**config.mk**
```make
export PLATFORM = sky130hd
export DESIGN_NAME = diff_bcd_formatter
export DESIGN_NICKNAME = d
export VERILOG_FILES = /design/src/rtl/diff_bcd_pkg.sv /design/src/rtl/bcd_add3.sv /design/src/rtl/diff_bcd_formatter.sv
export SDC_FILE = /design/constraint.sdc
export NUM_CORES = 1
export LEC_CHECK = 0
export BUFFER_PORTS_ARGS = -buffer_cell sky130_fd_sc_hd__buf_2
export CAP_MARGIN = 20
export CORE_UTILIZATION = 50
export CTS_CLUSTER_SIZE = 8
export DETAILED_ROUTE_END_ITERATION = 7
export HOLD_SLACK_MARGIN = 0.03
export PLACE_DENSITY_LB_ADDON = 0.25
export SETUP_SLACK_MARGIN = 0.5
export SYNTH_ARGS = -nofsm -noshare
export SYNTH_HDL_FRONTEND = slang
export SYNTH_SLANG_ARGS = --single-unit
```
**constraint.sdc**
```tcl
create_clock -name clk -period 3.4 [get_ports clk]
set_input_delay 0.17 -clock clk [delete_from_list [all_inputs] [get_ports clk]]
set_output_delay 0.17 -clock clk [all_outputs]
set_load 0.1 [all_outputs]
```
**src/rtl/diff_bcd_pkg.sv**
```systemverilog
// Shared types and sizing for the subtractor-difference to sign+BCD formatter.
package diff_bcd_pkg;

    typedef enum logic [1:0] {IDLE, CONV, DONE} state_t;

    localparam int DIGIT_W = 4;
    localparam int MAG_W   = 4;
    localparam int ITERS   = 4;
    localparam int SR_W    = 2*DIGIT_W + MAG_W;

endpackage

```
**src/rtl/bcd_add3.sv**
```systemverilog
// Double-dabble correction cell: a BCD digit of 5 or more gets +3 before the shift.
module bcd_add3
    import diff_bcd_pkg::*;
(
    input  logic [DIGIT_W-1:0] din,
    output logic [DIGIT_W-1:0] dout
);

    always_comb begin
        dout = din;
        if (din >= DIGIT_W'(5))
            dout = din + DIGIT_W'(3);
    end

endmodule

```
**src/rtl/diff_bcd_formatter.sv**
```systemverilog
// Converts a 4-bit subtractor result (diff, cout) into sign + two BCD digits with a
// sequential double-dabble, valid/ready on both sides, and a saturating negative counter.
module diff_bcd_formatter
    import diff_bcd_pkg::*;
#(
    parameter int CNT_W = 8
) (
    input  logic               clk,
    input  logic               rst,
    input  logic               in_valid,
    output logic               in_ready,
    input  logic [MAG_W-1:0]   diff,
    input  logic               cout,
    output logic               out_valid,
    input  logic               out_ready,
    output logic               out_neg,
    output logic [DIGIT_W-1:0] out_tens,
    output logic [DIGIT_W-1:0] out_ones,
    output logic [CNT_W-1:0]   neg_count
);

    state_t             state, state_nxt;
    logic [1:0]         iter;
    logic [SR_W-1:0]    sr;
    logic [SR_W-1:0]    sr_shift;
    logic               neg_r;
    logic [DIGIT_W-1:0] tens_adj, ones_adj;
    logic [MAG_W-1:0]   mag_in;
    logic               neg_in;
    logic               accept;
    logic               last_iter;

    // cout=0 means a borrow occurred, so the magnitude is the two's-complement negation.
    assign mag_in    = cout ? diff : (~diff + MAG_W'(1));
    assign neg_in    = ~cout & (mag_in != '0);
    assign accept    = in_valid & in_ready;
    assign last_iter = (iter == 2'(ITERS-1));

    bcd_add3 u_tens (.din(sr[SR_W-1 -: DIGIT_W]),  .dout(tens_adj));
    bcd_add3 u_ones (.din(sr[MAG_W +: DIGIT_W]),   .dout(ones_adj));

    assign sr_shift = {tens_adj, ones_adj, sr[MAG_W-1:0]} << 1;

    always_comb begin
        state_nxt = state;
        in_ready  = 1'b0;
        out_valid = 1'b0;
        case (state)
            IDLE: begin
                in_ready = 1'b1;
                if (accept)
                    state_nxt = CONV;
            end
            CONV: begin
                if (last_iter)
                    state_nxt = DONE;
            end
            DONE: begin
                out_valid = 1'b1;
                if (out_ready)
                    state_nxt = IDLE;
            end
            default: state_nxt = IDLE;
        endcase
    end

    always_ff @(posedge clk or posedge rst) begin
        if (rst) begin
            state     <= IDLE;
            iter      <= '0;
            sr        <= '0;
            neg_r     <= 1'b0;
            out_neg   <= 1'b0;
            out_tens  <= '0;
            out_ones  <= '0;
            neg_count <= '0;
        end else begin
            state <= state_nxt;
            case (state)
                IDLE: begin
                    if (accept) begin
                        sr    <= {{(2*DIGIT_W){1'b0}}, mag_in};
                        iter  <= '0;
                        neg_r <= neg_in;
                        if (neg_in && (neg_count != '1))
                            neg_count <= neg_count + CNT_W'(1);
                    end
                end
                CONV: begin
                    sr   <= sr_shift;
                    iter <= iter + 2'd1;
                    // Output registers only move on the edge that enters DONE.
                    if (last_iter) begin
                        out_tens <= sr_shift[SR_W-1 -: DIGIT_W];
                        out_ones <= sr_shift[MAG_W +: DIGIT_W];
                        out_neg  <= neg_r;
                    end
                end
                default: ;
            endcase
        end
    end

endmodule

```
# Yosys cells after proc, flatten, opt, wreduce, memory -nomap -nowiden
# Cells that the tools add are included.
[op_classes]
add_sub_neg = 5
magnitude_cmp = 2
n_eq_ne = 7
n_mux = 13
bitwise_logic = 4
n_reduce_logical = 9
[ops]
columns = ["op", "count"]
rows = [
  ["$pmux W12 S2", 1],
  ["$mux W12", 1],
  ["$add A8 B1 Y8 const B", 1],
  ["$ge A4 B3 Y1 const B", 2],
  ["$mux W2", 4],
  ["$mux W4", 2],
  ["$ne A8 B8 Y1 const B", 1],
  ["$ne A2 B2 Y1 const B", 3],
  ["$pmux W2 S3", 1],
  ["$reduce_and A2 Y1", 3],
  ["$reduce_and A3 Y1", 2],
  ["$add A4 B1 Y4 const B", 1],
  ["$add A4 B2 Y4 const B", 1],
  ["$eq A2 B2 Y1 const B", 2],
  ["$not A4 Y4", 1],
  ["$pmux W2 S2", 1],
  ["$reduce_bool A4 Y1", 1],
  ["$add A3 B2 Y3 const B", 1],
  ["$mux W3", 1],
  ["$add A2 B1 Y2 const B", 1],
  ["$and A1 B1 Y1", 2],
  ["$eq A2 B1 Y1 const B", 1],
  ["$logic_not A2 Y1", 1],
  ["$mux W1", 2],
  ["other kinds (3)", 3],
]
[word_totals]
ff_bits = 34
inputBits = 9
out_inout_bits = 19
elab_cells = 48

# Longest topological paths before layout
# Gate-level depths: netlist of run 1.
[depth]
depth_word = 7
ltp_mapped = 6

# By module
# A second synthesis of run 1 with hierarchy kept.
[hier_totals]
hier_cells = 161
area_unflattened_um2 = 1789.2
[by_module_without_submodules]
columns = ["mod", "instances", "cells_per_inst", "area_per_inst_um2", "seq_area_each_um2"]
rows = [
  ["diff_bcd_formatter", 1, 129, 1586.5, 850.8],
  ["bcd_add3", 2, 16, 101.3, 0.0],
]

# Worst setup path after synthesis of run 1
# No wires, ideal clock.
[synth_timing]
kind = "flip-flop to flip-flop"
startpoint = "reg neg_count[0]"
endpoint = "reg neg_count[1]"
t_arrival_ps = 2120
t_required_ps = 3274
path_slack_ps = 1154
stages_incl_launch_ff = 6
n_path_buf = 0
synth_period_minus_slack_ps = 2246
path_cell_list = "dfrtp_1 -> ha_1 -> nand4_1 -> o211ai_2 -> nor2_1 -> mux2_2"
[synth_between]
elab_chain_cells = 3
elab_cells_between_ends = 4
cone_classes = "add/sub (1); eq/ne (1); reduce/logical (2)"
[synth_lines]
columns = ["element", "line_no", "text"]
rows = [
  ["from (decl)", "diff_bcd_formatter.sv:19", "output logic [CNT_W-1:0] neg_count"],
  ["from (signal assigned)", "diff_bcd_formatter.sv:86", "neg_count <= neg_count + CNT_W'(1);"],
  ["parallel branches: the longest is 3 deep, another holds $add A8 B1 Y8", "--", ""],
]
# Parallel ways; which one is timed is not known.
# A chain may end at the register's enable or synchronous reset.

# Worst setup path after layout of run 1
[layout_timing]
startpoint = "reg state[1]"
endpoint = "out out_valid"
[layout_between]
elab_chain_cells = 2
[layout_lines]
columns = ["element", "line_no", "text"]
rows = [
  ["from (decl)", "diff_bcd_formatter.sv:22", "state_t state, state_nxt;"],
  ["from (signal assigned)", "diff_bcd_formatter.sv:78", "state <= state_nxt;"],
  ["$eq A2 B2 Y1", "diff_bcd_formatter.sv:48", "case (state)"],
  ["$mux W1", "diff_bcd_formatter.sv:48", ""],
  ["to (decl)", "diff_bcd_formatter.sv:14", "output logic out_valid,"],
]
# Every way passes these cells.

==> results_dict.tcl, run 1 <==
set metrics [dict create \
    utilization_pct 62.42 \
    worstMarginPinSlew_ns 0.8319 \
    ant_nets 0 \
    dr.pass1.iters 4 \
    antenna_found_initial 0 \
    fp.dieH_um 60.55 \
    wl_met3_um 134 \
    place_ws_ns 1.539 \
    netlist_area_um2 1714 \
    tns_ns 0 \
    cts_setup_buffers 0 \
    first_global_vias 1272 \
    skew_ns 0.005833 \
    max-slew-margin-rel_pct 44.48 \
    fin_crit_sh_pct 52.92 \
    syn-num-nets 181 \
    rsz0062_at_grt "false" \
    max_freq_mhz 555.7 \
    grt_pass1_wl_mm 5.623 \
    cts_hold_buf 2 \
    synthCells 165 \
    cts_resized 0 \
    grt_usage_pct 21.57 \
    port_buffers 27 \
    die-area_um2 3666 \
    cts.htree.levels 2 \
    cts_buffers 5 \
    start_kind "flop" \
    clkTransAtPathRegs_ns 0.10 \
    dp_hpwl_mm 2.486 \
    drv_slew 0 \
    fin_nets 214 \
    globalRouteOverflowTotal 0 \
    crit_chain "inv_1, nor2_1, buf_2" \
    vias_per_cell 5.428 \
    critPathCaptureType "primary output" \
    area_growth_pct 14.82 \
    yosys_warnings 0 \
    antenna_cells 0 \
    arrival_ns 1.63 \
    start_util_pct 54.37 \
    fp.coreArea_um2 3153 \
    worst_slack_ns 1.601 \
    worst_path_max_delay_cell "dfrtp_1" \
    die_w_um 60.55 \
    critPathMaxFanout 9 \
    min_path_type "input pin to flop" \
    clock_sinks 34 \
    final_cell_mix "dfrtp_1, buf_2, nand2_1" \
    routedWlPerCell_um 13.71 \
    drv_cap 0 \
    grt_max_degree 23 \
    synth_seq_cells 34 \
    finalWirelength_mm 3.331 \
    cts.path.max_buffers 2 \
    clock_latency_ns 0.33 \
    wl_met1_mm 1.547 \
    status "complete, no violations" \
    hold_viol 0 \
    cts-root-buf "clkbuf_4" \
    rows 20 \
    cp.required_ns 3.23 \
    period_needed_ns 1.799 \
    layout_commonest_cell "dfrtp_1" \
    setup_violations 0 \
    syn_avg_cell_area_um2 10.39 \
    met2_length_mm 1.587 \
    routabilityCongestion 0.7870 \
    top_layer_used "met4" \
    cp_slowest_stage_delay_ns 0.52 \
    worstSetupPathType "flop to primary output" \
    cts_tree "built" \
    layout-drive-gt1-share_pct 23.62 \
    seq_area_frac_synth_pct 49.64 \
    ys_types 35 \
    pin_count 28 \
    route.vias.total 1319 \
    drtIter0Drc 47 \
    drc 0 \
]
[kinds of logic after synthesis]
| family | Yosys count | share of synthesized area, % |
|---|---|---|
| AOI/OAI and AO/OA | 40 | 14.74 |
| xor gates and xnor gates | 12 | 6.131 |
| adders and majority gates | 7 | 5.109 |
| buffers and inverters | 14 | 3.577 |
| DFF | 34 | 49.64 |
| muxes | 5 | 3.284 |
| and+or+nand+nor | 53 | 17.52 |
[layer usage]
| layer | vias up | track usage, % |
|---|---|---|
| li1 | 654 | - |
| met1 | 625 | 26.41 |
| met2 | 33 | 34.22 |
| met3 | 7 | 7.249 |
| met4 | 0 | 10.71 |
| met5 | - | 0 |
[flip-flops by register name (all words and copies together) (netlist names)]
signal and flops:
sr 12, neg_r 1, out_ones 4, iter 2
out_tens 4, out_neg 1, neg_count 8, state 2
[path summary, 6_finish.rpt]
kind                                    startpoint                 endpoint  slack [ns]  cells after the start
max                           state[1]$_DFFE_PP0P_                out_valid        1.60                      3
min                                           cout        neg_r$_DFFE_PP0P_        0.14                      2
max reg2reg                   state[0]$_DFFE_PP0P_  out_ones[0]$_DFFE_PP0P_        1.62                      3
min reg2reg                out_ones[3]$_DFFE_PP0P_  out_ones[3]$_DFFE_PP0P_        0.48                      2
max in group asynchronous                      rst        sr[1]$_DFFE_PP0P_        2.17                      4
min in group asynchronous                      rst  out_tens[3]$_DFFE_PP0P_        0.54                      3
[cells in the mapped netlist, drive strengths merged]
cell type,n,area (um^2)
o21ai,18,90.08
a21oi,5,25.02
dfrtp,34,850.8
o2111ai,1,8.760
o22ai,2,12.51
inv,10,37.54
buf,2,16.26
nand4,2,12.51
nand2b,4,25.02
nor4,3,37.54
o211ai,2,20.02
nor3b,3,22.52
o21a,2,15.01
nor2b,2,12.51
xnor2,4,35.03
nand3,9,50.05
xor2,8,70.07
a22oi,2,15.01
o31ai,2,15.01
a22o,5,45.04
nor4b,3,32.53
a31oi,1,6.260
nand2,18,67.56
nor3,2,10.01
nor2,6,22.52
ha,7,87.58
clkbuf,2,7.510
and2b,1,7.510
mux2,5,56.30
[per-stage QoR]
stage          cells  instance area [um^2]  hold WS, ns
2_1_floorplan    165                  1714       0.2563
3_3_place_gp     233                  1888       0.3448
3_5_place_dp     233                  1888       0.3611
4_1_cts          243                  1968       0.1285
5_1_grt          243                  1968       0.1373
6_report         243                  1968       0.1350
[critical path: cells and delay by family, from the launching register on]
family	cells	cell delay, ns
simple gates	1	0.15
buf+inv	2	0.63
flops	1	0.52
[layout make-up]
type	count	area, um^2
well taps	44	55.05
multi-input cells	117	802.0
inverters	10	37.54
repair buffers	30	162.7
flip-flops and latches	34	850.8
clock inverters	1	5.005
fillers	277	1185
clock buffers	7	55.05
Power of run 1 is not shown: default switching activity piles up to over one toggle a cycle in this logic, so the estimate is an artifact.
==> run 2: changes to the inputs <==
==> constraint.sdc (replaced) <==
create_clock -name clk -period 1.75 [get_ports clk]
set_input_delay 0.0875 -clock clk [delete_from_list [all_inputs] [get_ports clk]]
set_output_delay 0.0875 -clock clk [all_outputs]
set_load 0.1 [all_outputs]
==> results_dict.tcl, run 2 (synthesis gave the netlist of run 1 again) <==
set metrics [dict create \
    rows 20 \
    holdPathEnd "neg_r$_DFFE_PP0P_" \
    finalWirelength_mm 7.502 \
    worst_slack_ns 0.07248 \
    fin_crit_sh_pct 95.86 \
    fp.coreArea_um2 3153 \
    period_needed_ns 1.678 \
    clock_latency_ns 0.35 \
    layout-drive-gt1-share_pct 62.90 \
    leakagePower_nw 1.327 \
    die-area_um2 3666 \
    ant_nets 0 \
    worstMarginPinSlew_ns 0.4859 \
    fin_nets 263 \
    dp_hpwl_mm 2.572 \
    min_from "cout" \
    drv_slew 0 \
    arrival_ns 1.94 \
    min_path_type "input pin to flop" \
    drtIter0Drc 174 \
    die_w_um 60.55 \
    critPathMaxFanout 6 \
    place_ws_ns 0.04557 \
    grt_max_degree 21 \
    vias_per_cell 6.517 \
    antenna_cells 0 \
    tns_ns 0 \
    pin_count 28 \
    routabilityCongestion 0.7896 \
    worstSetupPathType "flop to flop" \
    critPathCaptureType "flop" \
    cts.path.max_buffers 2 \
    reg2regPathDepth 5 \
    start_kind "flop" \
    cp.required_ns 2.01 \
    antenna_found_initial 0 \
    start_util_pct 54.37 \
    layout_commonest_cell "buf_4" \
    route.vias.total 1903 \
    max_freq_mhz 596.1 \
    powerDensity_nw_per_um2 2191 \
    reg2reg_to "neg_count[5]$_DFFE_PP0P_" \
    max-slew-margin-rel_pct 67.83 \
    area_growth_pct 72.85 \
    power_mw 6.492 \
    final_cell_mix "buf_4, dfrtp_1, buf_6" \
    min_path_cells 2 \
    reg.largest.list "sr: 12 flops, neg_count: 8 flops" \
    setup_violations 0 \
    hold-worst-slack_ns 0.06958 \
    first_global_vias 1642 \
    clock_sinks 34 \
    drc 0 \
    clkTransAtPathRegs_ns 0.12 \
    rsz0062_at_grt "true" \
    reg2reg_from "neg_count[0]$_DFFE_PP0P_" \
    port_buffers 27 \
    ir_worst_vdd_uv 1335 \
    top_register "sr" \
    grt_usage_pct 33.98 \
    skew_ns 0.01035 \
    drv_cap 0 \
    hold_viol 0 \
    dr.pass1.iters 5 \
    status "complete, no violations" \
    cts_tree "built" \
    largest_register_ffs 12 \
    cts-root-buf "clkbuf_4" \
    fp.dieH_um 60.55 \
    cts_buffers 5 \
    globalRouteOverflowTotal 0 \
    utilization_pct 93.97 \
    reg2reg_slack_ns 0.07 \
    routedWlPerCell_um 25.69 \
    grt_pass1_wl_mm 8.659 \
    cts.htree.levels 2 \
]
## run 2: cell types whose count changed in the layout (fill, tap and decap cells not counted), sizes merged
cell	before	now
clkinvlp	0	1
clkbuf	7	19
clkinv	1	0
buf	28	65
inv	10	9
nand2	18	19
## run 2: critical path: stages, from the launching register on
cell and delay (ns):
dfrtp_4 0.53, ha_4 0.19, nand4_1 0.15, o211ai_4 0.15
nor4b_2 0.34, xor2_1 0.22
## run 2: worst max-delay path by stage
stage          slack (ns)                      from  depth (start not counted)                       end
2_1_floorplan       0.001  neg_count[0]$_DFFE_PP0P_                          5  neg_count[1]$_DFFE_PP0P_
3_3_place_gp         0.16                   diff[0]                          7  neg_count[1]$_DFFE_PP0P_
3_5_place_dp         0.05                   diff[0]                          7  neg_count[1]$_DFFE_PP0P_
4_1_cts              0.24  neg_count[0]$_DFFE_PP0P_                          6  neg_count[6]$_DFFE_PP0P_
5_1_grt             0.006  neg_count[1]$_DFFE_PP0P_                          6  neg_count[3]$_DFFE_PP0P_
6_report             0.07  neg_count[0]$_DFFE_PP0P_                          5  neg_count[5]$_DFFE_PP0P_
## run 2: layout make-up
type,instances,area (um^2)
clock buffer,8,78.83
fill,88,190.2
inverter,10,43.79
multi-input combinational,118,1182
sequential,34,870.8
tap,44,55.05
timing repair buffer,78,732.0
## run 2: power by group
group          switching, mW  internal (mW)  leakage [nW]
Clock                  0.302          0.275        0.0446
Sequential             0.334           1.10         0.422
Combinational           2.69           1.79         0.860
Total                   3.33           3.17          1.33
## run 2: repair_timing
item | 4_1_cts | 5_1_grt
hold endpoints to repair | 35 | 0
endpoints found under the setup margin | 40 | 49
cloned | 1 | 1
resized for setup | 63 | 56
buffers inserted | 30 | 13
hold buffers | 2 | 0
pin swaps | 17 | 20
## run 2: stage by stage
step | area (um^2) | std cells
final | 2963 | 292
after global routing | 2963 | 292
after CTS | 2616 | 278
after detailed placement | 2046 | 237
after global placement | 2046 | 237
after floorplan | 1842 | 165
## run 2: metal layers
| layer | wire length, um | part of all wire (%) | global-route usage [%] | vias to the layer above |
|---|---|---|---|---|
| met3 | 634 | 8.5 | 7.463 | 65 |
| met5 | 0 | 0 | 0 | - |
| met2 | 3647 | 49 | 57.30 | 156 |
| met4 | 593 | 7.9 | 17.53 | 0 |
| li1 | - | - | - | 754 |
| met1 | 2627 | 35 | 40.88 | 928 |
Note: power is estimated with default switching activity, not from simulation.
==> run 3: changes to the inputs <==
==> constraint.sdc (replaced) <==
create_clock -name clk -period 1.8 [get_ports clk]
set_input_delay 0.09 -clock clk [delete_from_list [all_inputs] [get_ports clk]]
set_output_delay 0.09 -clock clk [all_outputs]
set_load 0.1 [all_outputs]
==> results_dict.tcl, run 3 (synthesis gave the netlist of run 1 again) <==
set metrics [dict create \
    ir_worst_vdd_uv 1113 \
    period_needed_ns 1.600 \
    worstMarginPinSlew_ns 0.4856 \
    setup_violations 0 \
    rows 20 \
    hold-worst-slack_ns 0.06787 \
    skew_ns 0.01021 \
    top_layer_used "met4" \
    dp_hpwl_mm 2.626 \
    rsz0062_at_grt "true" \
    worst_path_max_delay_cell "dfrtp_4" \
    hold_viol 0 \
    placed_area_um2 2056 \
    reg2reg_slack_ns 0.20 \
    reg.largest.list "sr: 12 flops, neg_count: 8 flops" \
    max-slew-margin-rel_pct 67.85 \
    path_buf_inv 0 \
    pin_count 28 \
    critPathMaxFanout 6 \
    cts.htree.levels 2 \
    cts_tree "built" \
    antenna_cells 0 \
    top_register "sr" \
    nFillCells 176 \
    fin_nets 245 \
    route.vias.total 1553 \
    worstSetupPathType "flop to flop" \
    power_mw 5.414 \
    cts.path.max_buffers 2 \
    arrival_ns 1.87 \
    routabilityCongestion 0.7950 \
    area_growth_pct 52.85 \
    switchingPower_mw 2.720 \
    power.internal_mw 2.694 \
    globalRouteOverflowTotal 0 \
    powerDensity_nw_per_um2 2066 \
    finalWirelength_mm 4.880 \
    fp.dieH_um 60.55 \
    utilization_pct 83.10 \
    met2_length_mm 2.423 \
    dp.cells 237 \
    drtIter0Drc 100 \
    fin_crit_sh_pct 88.87 \
    ant_nets 0 \
    grt_pass1_wl_mm 6.831 \
    tns_ns 0 \
    status "complete, no violations" \
    swShare_pct 50.24 \
    die_w_um 60.55 \
    clkTransAtPathRegs_ns 0.10 \
    cp_slowest_stage_delay_ns 0.51 \
    clkPwrFrac_pct 10.2 \
    port_buffers 27 \
    path_delay_family "simple AND/OR/NAND/NOR gates" \
    drc 0 \
    multi_input_area_um2 1081 \
    dr.pass1.iters 4 \
    ff_latch_area_um2 869.6 \
    drv_slew 0 \
    leakagePower_nw 1.185 \
    seqPwrFrac_pct 24.9 \
    drv_cap 0 \
    wl_met3_um 167 \
    grt_usage_pct 26.14 \
    final_cells 274 \
    largest_register_ffs 12 \
    clock_latency_ns 0.34 \
    layout-drive-gt1-share_pct 53.91 \
    wl_met1_mm 2.104 \
    die-area_um2 3666 \
    cts_buffers 5 \
    vias_per_cell 5.668 \
    antenna_found_initial 0 \
    max_freq_mhz 625.1 \
    clock_sinks 34 \
    start_util_pct 54.37 \
    final_cell_mix "dfrtp_1, buf_4, buf_2" \
    cts-root-buf "clkbuf_4" \
    fp.coreArea_um2 3153 \
    place_ws_ns 0.1138 \
    start_kind "flop" \
    critPathCaptureType "flop" \
    min_path_type "input pin to flop" \
    crit_chain "ha_4, nand4_1, o211ai_4, nor4b_2, xor2_1" \
    routedWlPerCell_um 17.81 \
    worst_slack_ns 0.2003 \
    grt_max_degree 26 \
    final_area_um2 2620 \
    pwr-share-comb_pct 64.9 \
    first_global_vias 1465 \
    cp.required_ns 2.07 \
]
==> run 3: per-layer routing <==
| layer | up-vias | GRT usage, % |
|---|---|---|
| met1 | 766 | 33.70 |
| met5 | - | 0 |
| li1 | 724 | - |
| met3 | 18 | 6.397 |
| met4 | 0 | 9.416 |
| met2 | 45 | 43.01 |
==> run 3: final cells by class <==
class	count	area share (%)
well taps	44	2.101
repair buffers	60	18.58
inverters	10	2.006
flip-flops and latches	34	33.19
clock buffers	7	1.719
clock inverters	1	1.146
multi-input cells	118	41.26
==> run 3: worst paths after layout <==
| check | depth (start not counted) | endpoint | from |
|---|---|---|---|
| max | 5 | neg_count[5]$_DFFE_PP0P_ | neg_count[0]$_DFFE_PP0P_ |
| max reg2reg | 5 | neg_count[5]$_DFFE_PP0P_ | neg_count[0]$_DFFE_PP0P_ |
| min | 2 | neg_r$_DFFE_PP0P_ | cout |
| min reg2reg | 1 | neg_count[6]$_DFFE_PP0P_ | neg_count[6]$_DFFE_PP0P_ |
| max in group asynchronous | 4 | sr[4]$_DFFE_PP0P_ | rst |
| min in group asynchronous | 3 | out_neg$_DFFE_PP0P_ | rst |
==> run 3: repair_timing <==
item | in CTS | in global routing
buffers inserted | 16 | 10
cloned | 1 | 0
pin swaps | 15 | 9
resized for setup | 40 | 31
endpoints found under the setup margin | 37 | 32
hold endpoints to repair | 10 | 0
hold buffers | 2 | 0
==> run 3: power groups by stage <==
stage	logic (mW)	registers, mW	clock network (mW)
6_report	3.51	1.35	0.551
3_3_place_gp	2.42	1.31	0
2_1_floorplan	1.23	2.14	0
5_1_grt	3.67	1.38	0.583
4_1_cts	3.04	1.31	0.557
3_5_place_dp	2.50	1.33	0
